[config.mk]
export PLATFORM = sky130hd
export DESIGN_NAME = adxl345_uart_reporter
export DESIGN_NICKNAME = d
export VERILOG_FILES = /design/src/rtl/adxl345_uart_reporter_pkg.sv /design/src/rtl/adxl345_uart_reporter_uart_tx_byte.sv /design/src/rtl/adxl345_uart_reporter.sv
export SDC_FILE = /design/constraint.sdc
export NUM_CORES = 1
export LEC_CHECK = 0
export CELL_PAD_IN_SITES_DETAIL_PLACEMENT = 1
export CELL_PAD_IN_SITES_GLOBAL_PLACEMENT = 1
export CORE_ASPECT_RATIO = 0.6
export CORE_MARGIN = 2
export CORE_UTILIZATION = 43
export CTS_CLUSTER_DIAMETER = 100
export DETAILED_ROUTE_END_ITERATION = 6
export PLACE_DENSITY_LB_ADDON = 0.1
export SLEW_MARGIN = 20
export SYNTH_ARGS = -nofsm -noshare
export SYNTH_HDL_FRONTEND = slang
export SYNTH_SLANG_ARGS = --single-unit
[constraint.sdc]
create_clock -name clk -period 2.66 [get_ports clk]
set_input_delay 0.532 -clock clk [delete_from_list [all_inputs] [get_ports clk]]
set_output_delay 0.532 -clock clk [all_outputs]
set_load 0.05 [all_outputs]
[src/rtl/adxl345_uart_reporter_pkg.sv]
// Shared definitions for the ADXL345 telemetry reporter: frame constants,
// state encodings and the frame byte selection helper.
package adxl345_uart_reporter_pkg;

    localparam logic [7:0] SYNC_BYTE = 8'hA5;
    localparam int         FRAME_LEN = 8;

    typedef enum logic [1:0] {
        TX_IDLE,
        TX_START,
        TX_DATA,
        TX_STOP
    } tx_state_e;

    typedef enum logic [1:0] {
        FR_IDLE,
        FR_SEND,
        FR_DONE
    } frame_state_e;

    typedef struct packed {
        logic [15:0] x;
        logic [15:0] y;
        logic [15:0] z;
    } sample_t;

    function automatic logic [7:0] frame_chk(input sample_t s);
        return s.x[15:8] ^ s.x[7:0] ^ s.y[15:8] ^ s.y[7:0] ^ s.z[15:8] ^ s.z[7:0];
    endfunction

    function automatic logic [7:0] frame_byte(input logic [2:0] idx, input sample_t s);
        logic [7:0] b;
        case (idx)
            3'd0:    b = SYNC_BYTE;
            3'd1:    b = s.x[15:8];
            3'd2:    b = s.x[7:0];
            3'd3:    b = s.y[15:8];
            3'd4:    b = s.y[7:0];
            3'd5:    b = s.z[15:8];
            3'd6:    b = s.z[7:0];
            default: b = frame_chk(s);
        endcase
        return b;
    endfunction

endpackage

[src/rtl/adxl345_uart_reporter_uart_tx_byte.sv]
// 8N1 byte serializer. A start request during the last stop-bit cycle chains
// the next byte with no idle gap; done_o pulses in that last stop-bit cycle.
module adxl345_uart_reporter_uart_tx_byte #(
    parameter int CLKS_PER_BIT = 434
) (
    input  logic       clk_i,
    input  logic       reset_i,
    input  logic       start_i,
    input  logic [7:0] data_i,
    output logic       tx_o,
    output logic       done_o
);
    import adxl345_uart_reporter_pkg::*;

    localparam int              CNT_W    = (CLKS_PER_BIT > 1) ? $clog2(CLKS_PER_BIT) : 1;
    localparam logic [CNT_W-1:0] CNT_LAST = CNT_W'(CLKS_PER_BIT - 1);

    tx_state_e        state_q, state_d;
    logic [CNT_W-1:0] cnt_q, cnt_d;
    logic [2:0]       bit_idx_q, bit_idx_d;
    logic [7:0]       shift_q, shift_d;
    logic             tx_q, tx_d;
    logic             bit_end;

    assign bit_end = (cnt_q == CNT_LAST);

    always_comb begin
        state_d   = state_q;
        cnt_d     = cnt_q;
        bit_idx_d = bit_idx_q;
        shift_d   = shift_q;
        done_o    = 1'b0;
        case (state_q)
            TX_IDLE: begin
                if (start_i) begin
                    state_d = TX_START;
                    cnt_d   = '0;
                    shift_d = data_i;
                end
            end
            TX_START: begin
                if (bit_end) begin
                    state_d   = TX_DATA;
                    cnt_d     = '0;
                    bit_idx_d = 3'd0;
                end else begin
                    cnt_d = cnt_q + 1'b1;
                end
            end
            TX_DATA: begin
                if (bit_end) begin
                    cnt_d   = '0;
                    shift_d = {1'b0, shift_q[7:1]};
                    if (bit_idx_q == 3'd7) begin
                        state_d = TX_STOP;
                    end else begin
                        bit_idx_d = bit_idx_q + 3'd1;
                    end
                end else begin
                    cnt_d = cnt_q + 1'b1;
                end
            end
            default: begin
                if (bit_end) begin
                    done_o = 1'b1;
                    cnt_d  = '0;
                    if (start_i) begin
                        state_d = TX_START;
                        shift_d = data_i;
                    end else begin
                        state_d = TX_IDLE;
                    end
                end else begin
                    cnt_d = cnt_q + 1'b1;
                end
            end
        endcase
    end

    // Line level is registered from the next state so the pin never glitches.
    always_comb begin
        case (state_d)
            TX_START: tx_d = 1'b0;
            TX_DATA:  tx_d = shift_d[0];
            default:  tx_d = 1'b1;
        endcase
    end

    always_ff @(posedge clk_i) begin
        if (reset_i) begin
            state_q   <= TX_IDLE;
            cnt_q     <= '0;
            bit_idx_q <= 3'd0;
            tx_q      <= 1'b1;
        end else begin
            state_q   <= state_d;
            cnt_q     <= cnt_d;
            bit_idx_q <= bit_idx_d;
            tx_q      <= tx_d;
        end
    end

    always_ff @(posedge clk_i) begin
        shift_q <= shift_d;
    end

    assign tx_o = tx_q;

endmodule

[src/rtl/adxl345_uart_reporter.sv]
// Snapshots X/Y/Z on an accepted strobe and streams an 8-byte telemetry frame
// (sync, X, Y, Z big-endian, XOR checksum) over an 8N1 UART pin.
module adxl345_uart_reporter #(
    parameter int CLK_FREQ = 50_000_000,
    parameter int BAUD     = 115200
) (
    input  logic        clk,
    input  logic        reset,
    input  logic [15:0] X,
    input  logic [15:0] Y,
    input  logic [15:0] Z,
    input  logic        sample_valid,
    input  logic        enable,
    output logic        tx,
    output logic        busy,
    output logic        frame_done,
    output logic [7:0]  overrun_cnt
);
    import adxl345_uart_reporter_pkg::*;

    localparam int         CLKS_PER_BIT = CLK_FREQ / BAUD;
    localparam logic [2:0] LAST_BYTE    = 3'(FRAME_LEN - 1);

    if (CLKS_PER_BIT < 2) begin : g_cpb_check
        $error("adxl345_uart_reporter: CLK_FREQ/BAUD must be at least 2");
    end

    frame_state_e fstate_q, fstate_d;
    logic [2:0]   byte_idx_q, byte_idx_d;
    logic [7:0]   overrun_q, overrun_d;
    sample_t      snap_q;
    logic         accept, drop;
    logic         tx_start, tx_done;
    logic [2:0]   tx_sel;
    logic [7:0]   tx_data;

    assign busy       = (fstate_q == FR_SEND);
    assign frame_done = (fstate_q == FR_DONE);
    assign accept     = sample_valid && enable && !busy;
    assign drop       = sample_valid && enable && busy;

    always_comb begin
        fstate_d   = fstate_q;
        byte_idx_d = byte_idx_q;
        overrun_d  = overrun_q;
        tx_start   = 1'b0;
        tx_sel     = byte_idx_q;
        case (fstate_q)
            FR_SEND: begin
                if (tx_done) begin
                    if (byte_idx_q == LAST_BYTE) begin
                        fstate_d = FR_DONE;
                    end else begin
                        tx_start   = 1'b1;
                        tx_sel     = byte_idx_q + 3'd1;
                        byte_idx_d = byte_idx_q + 3'd1;
                    end
                end
            end
            default: begin
                // The DONE cycle accepts like IDLE so back-to-back frames lose no strobe.
                if (accept) begin
                    fstate_d   = FR_SEND;
                    tx_start   = 1'b1;
                    tx_sel     = 3'd0;
                    byte_idx_d = 3'd0;
                end else begin
                    fstate_d = FR_IDLE;
                end
            end
        endcase
        if (drop && (overrun_q != 8'hFF)) begin
            overrun_d = overrun_q + 8'd1;
        end
    end

    always_ff @(posedge clk) begin
        if (reset) begin
            fstate_q   <= FR_IDLE;
            byte_idx_q <= 3'd0;
            overrun_q  <= 8'd0;
        end else begin
            fstate_q   <= fstate_d;
            byte_idx_q <= byte_idx_d;
            overrun_q  <= overrun_d;
        end
    end

    always_ff @(posedge clk) begin
        if (accept) begin
            snap_q <= {X, Y, Z};
        end
    end

    // Byte 0 is the constant sync byte, so the not-yet-loaded snapshot is never read on accept.
    assign tx_data     = frame_byte(tx_sel, snap_q);
    assign overrun_cnt = overrun_q;

    adxl345_uart_reporter_uart_tx_byte #(
        .CLKS_PER_BIT(CLKS_PER_BIT)
    ) u_uart_tx_byte (
        .clk_i  (clk),
        .reset_i(reset),
        .start_i(tx_start),
        .data_i (tx_data),
        .tx_o   (tx),
        .done_o (tx_done)
    );

endmodule
==> summary.txt <==
Yosys
  • Synth Flop Type: edfxtp_1
  • Largest area contributor in the netlist: edfxtp_1
  • Syn_area_per_cell: 10.5 sq um
  • Synthesized area: around 0.0044 sq mm
  • Synth top area cells: edfxtp_1 38%, dfxtp_1 13%, xnor2_1 6.8%, nor2_1 3.7%, o21ai_0 3.3%
  • Register area share after synthesis: 50.9%
  • FF+latch count, synth: 84
  • Netlist cell types: 65
  • Synth async-reset ratio: 0%
  • Cell count after synthesis: around 420
  • Synth warn: 0
  • Synth top area share: 37.7%
  • Mapped Nets: approximately 480
  • EDFF count, synth: 55

Timing
  • Clock Skew: 0.00825 ns
  • Final setup fails: 0
  • Tmin final: 2.53 ns
  • Final Hold Vio Count: 0
  • Slew Limit Headroom: between 60 and 70%
  • Slew Viols, Final: 0
  • RSZ-0062 raised after global routing: no
  • Fin crit share: between 90% and 100%
  • Worst Tran Pin Value: 0.494 ns
  • FMAX: 396 MHz
  • Worst setup margin: 0.134 ns

Layout
  • Layout fillers: ~1100
  • Area growth from synthesis to layout: 28.4%
  • Ant. Diodes: 0
  • Layout Cells excl Fill: 649
  • Share of layout cells above drive strength 1: between 10% and 20%
  • Nets: approximately 570

Floorplan
  • Initial Util: 44.4%
  • Die footprint: ~0.011 sq mm
  • Chip height: 82.2 um
  • Die Wd: 134 um
  • I/O pin cnt: 63
  • # rows: 28
  • Core region area: 0.00988 sq mm

Hold path
  • Hold depth: 1
  • Hold EP: u_uart_tx_byte.cnt_q[8]$_SDFFE_PP0P_
  • Min-Delay Startpoint: u_uart_tx_byte.cnt_q[8]$_SDFFE_PP0P_
  • Hold crit path type: flip-flop to flip-flop

Global routing
  • Met2 Usage GRT: 34.8%
  • Grt met1 use: 32.8%
  • GRT busiest layer: met2
  • Initial antenna violation count: 0
  • Global Route met3 Usage: ~5.4%
  • Total grt overflow: 0
  • Total track usage: a little under a quarter
  • Number of global-route vias before repair: around 3700
  • Largest net degree at the start of global routing: 29
  • First-pass GRT wire length: 19100 um

Run
  • Max Cap Violations: 0

Power and ir drop
  • PD cells: 544 mW/mm^2
  • Worst VDD drop: between 0.0003 and 0.0004 V
  • Leak pwr: slightly below 0.002 uW
  • Total power: 3070 uW

Critical path
  • Critical path peak fanout: 11
  • R2r startpoint: u_uart_tx_byte.cnt_q[1]$_SDFFE_PP0P_
  • Data arrival time of the critical path: 2.61 ns
  • Worst R2R Path Depth: 9
  • CP startpoint: u_uart_tx_byte.cnt_q[1]$_SDFFE_PP0P_
  • Reg2Reg Setup Slack: 0.13 ns
  • Data required, critical path: 2.74 ns
  • R2r endpoint: u_uart_tx_byte.shift_q[5]$_DFFE_PP_
  • CP Class: flip-flop to flip-flop
  • Critical Path Sink Type: flip-flop
  • Crit path launch type: flip-flop

Placed design
  • Pre-CTS WS: -0.0113 ns
  • GP Congestion: between 0.9 and 1
  • Placed Cells: 631
  • I/O Buffers: 62
  • DP HPWL: around 9000 um

Drt
  • Wire per inst: 18.7 um
  • Initial drt markers: 294
  • DRT antenna net count: 0
  • Vias per std cell: ~5.6
  • Post-route DRC: 0
  • Routed WL: 12200 um
  • Vias after detailed routing: 3645
  • Detailed Routing Iterations Pass 1: 5

Clock tree
  • Clock buffer depth: 2
  • Clk root buf: clkbuf_16
  • Hold Buf Count CTS: 0
  • CTS tree: yes
  • Clock transition at path regs: 0.07 ns
  • H-tree depth: 3
  • CTS Buf Count: 9
  • Clock Latency Late Sink: 0.34 ns
  • Clock sink count: 84

Run status
  • Status: completed
==> area by class of cell <==
| class | count | area (sq um) | area share (%) |
|---|---|---|---|
| repair buffers | 95 | 868 | 15.4 |
| multi-input cells | 307 | 2030 | 36.1 |
| inverters | 12 | 45.0 | 0.800 |
| well taps | 135 | 169 | 3.00 |
| flip-flops and latches | 84 | 2230 | 39.6 |
| clock buffers | 9 | 225 | 4.00 |
| clock inverters | 7 | 58.8 | 1.04 |
==> worst max-delay path by stage <==
stage                                                to  slack [ns]  depth (start not counted)
floorplan           u_uart_tx_byte.shift_q[4]$_DFFE_PP_        0.24                          7
global placement    u_uart_tx_byte.shift_q[5]$_DFFE_PP_        0.10                          8
detailed placement  u_uart_tx_byte.shift_q[6]$_DFFE_PP_       -0.01                          8
CTS                 u_uart_tx_byte.shift_q[5]$_DFFE_PP_        0.09                          9
global route        u_uart_tx_byte.shift_q[5]$_DFFE_PP_        0.01                          9
finish              u_uart_tx_byte.shift_q[5]$_DFFE_PP_        0.13                          9
==> worst max-delay path, cell delays in order (launching register included) <==
cell and delay [ns]:
dfxtp_1 0.33, inv_1 0.09, ha_1 0.14, and4b_1 0.31, and4_1 0.31, a22o_2 0.36, nand3_1 0.23, o32a_1 0.23
a21oi_1 0.15, a21oi_1 0.11
==> cell families (layout without fill, tap and decap cells) <==
logic type | count (synthesis) | count (layout) | share of synthesized area, %
DFF | 84 | 84 | 50.9
buffers and inverters | 27 | 123 | 2.82
muxes | 11 | 11 | 2.54
adders and majority gates | 6 | 6 | 1.71
and+or+nand+nor | 132 | 132 | 16.0
xor gates and xnor gates | 47 | 47 | 9.39
AOI/OAI and AO/OA | 111 | 111 | 16.7
==> report_power, final <==
part           internal (uW)  total, uW  switching [uW]
combinational            176        339             164
clock                    648       1210             558
sequential              1470       1520            54.3
total                   2290       3070             776
==> per-stage QoR <==
stage	TNS (ns)	utilization (%)	area [sq um]	hold slack, ns
floorplan	0	-	4390	0.449
global route	0	57.0	5630	0.521
finish	0	57.0	5630	0.501
CTS	0	56.8	5610	0.506
detailed placement	-0.0113	53.9	5330	0.497
global placement	0	53.9	5330	0.464
==> state kept, by name, summed over array words and instances (netlist names) <==
signal and flops:
snap_q 48, overrun_cnt 8, u_uart_tx_byte.cnt_q 9, u_uart_tx_byte.bit_idx_q 3, byte_idx_q 3, u_uart_tx_byte.shift_q 8, u_uart_tx_byte.tx_o 1, u_uart_tx_byte.state_q 2
fstate_q 2
==> routing by layer <==
metal,wire (um),vias to the layer above
met5,0,-
met4,103,0
met3,731,9
met2,5260,105
met1,6060,1795
li1,-,1736
==> what timing repair did <==
item / CTS / global route
resized for setup: 0 / 1
endpoints found under the setup margin: 0 / 3
setup buffers: 0 / 2
==> cells in the mapped netlist (4+ instances only) <==
cell type / instances
edfxtp_1: 55
nor2_1: 43
xnor2_1: 34
dfxtp_1: 29
o21ai_0: 29
nand2_1: 28
a21oi_1: 20
xor2_1: 13
inv_1: 11
nand3_1: 11
mux2i_1: 10
a211oi_1: 8
a22oi_1: 8
and3_1: 7
clkbuf_1: 7
nor3b_1: 7
ha_1: 6
nor3_1: 6
o21ai_1: 6
nand4_1: 5
o21a_1: 5
o211ai_1: 4
==> cell usage in the layout, fill, tap and decap left out, types with 8 or more instances in the layout <==
master,synthesis,layout
a22oi_1,8,8
clkdlybuf4s50_1,0,62
nor2_1,43,43
clkbuf_16,0,9
nand3_1,11,11
dfxtp_1,29,29
inv_1,11,11
xor2_1,13,13
a21oi_1,20,20
edfxtp_1,55,55
a211oi_1,8,8
xnor2_1,34,34
buf_4,3,33
mux2i_1,10,10
nand2_1,28,28
o21ai_0,29,29
Power figures use the tool's default switching activity.
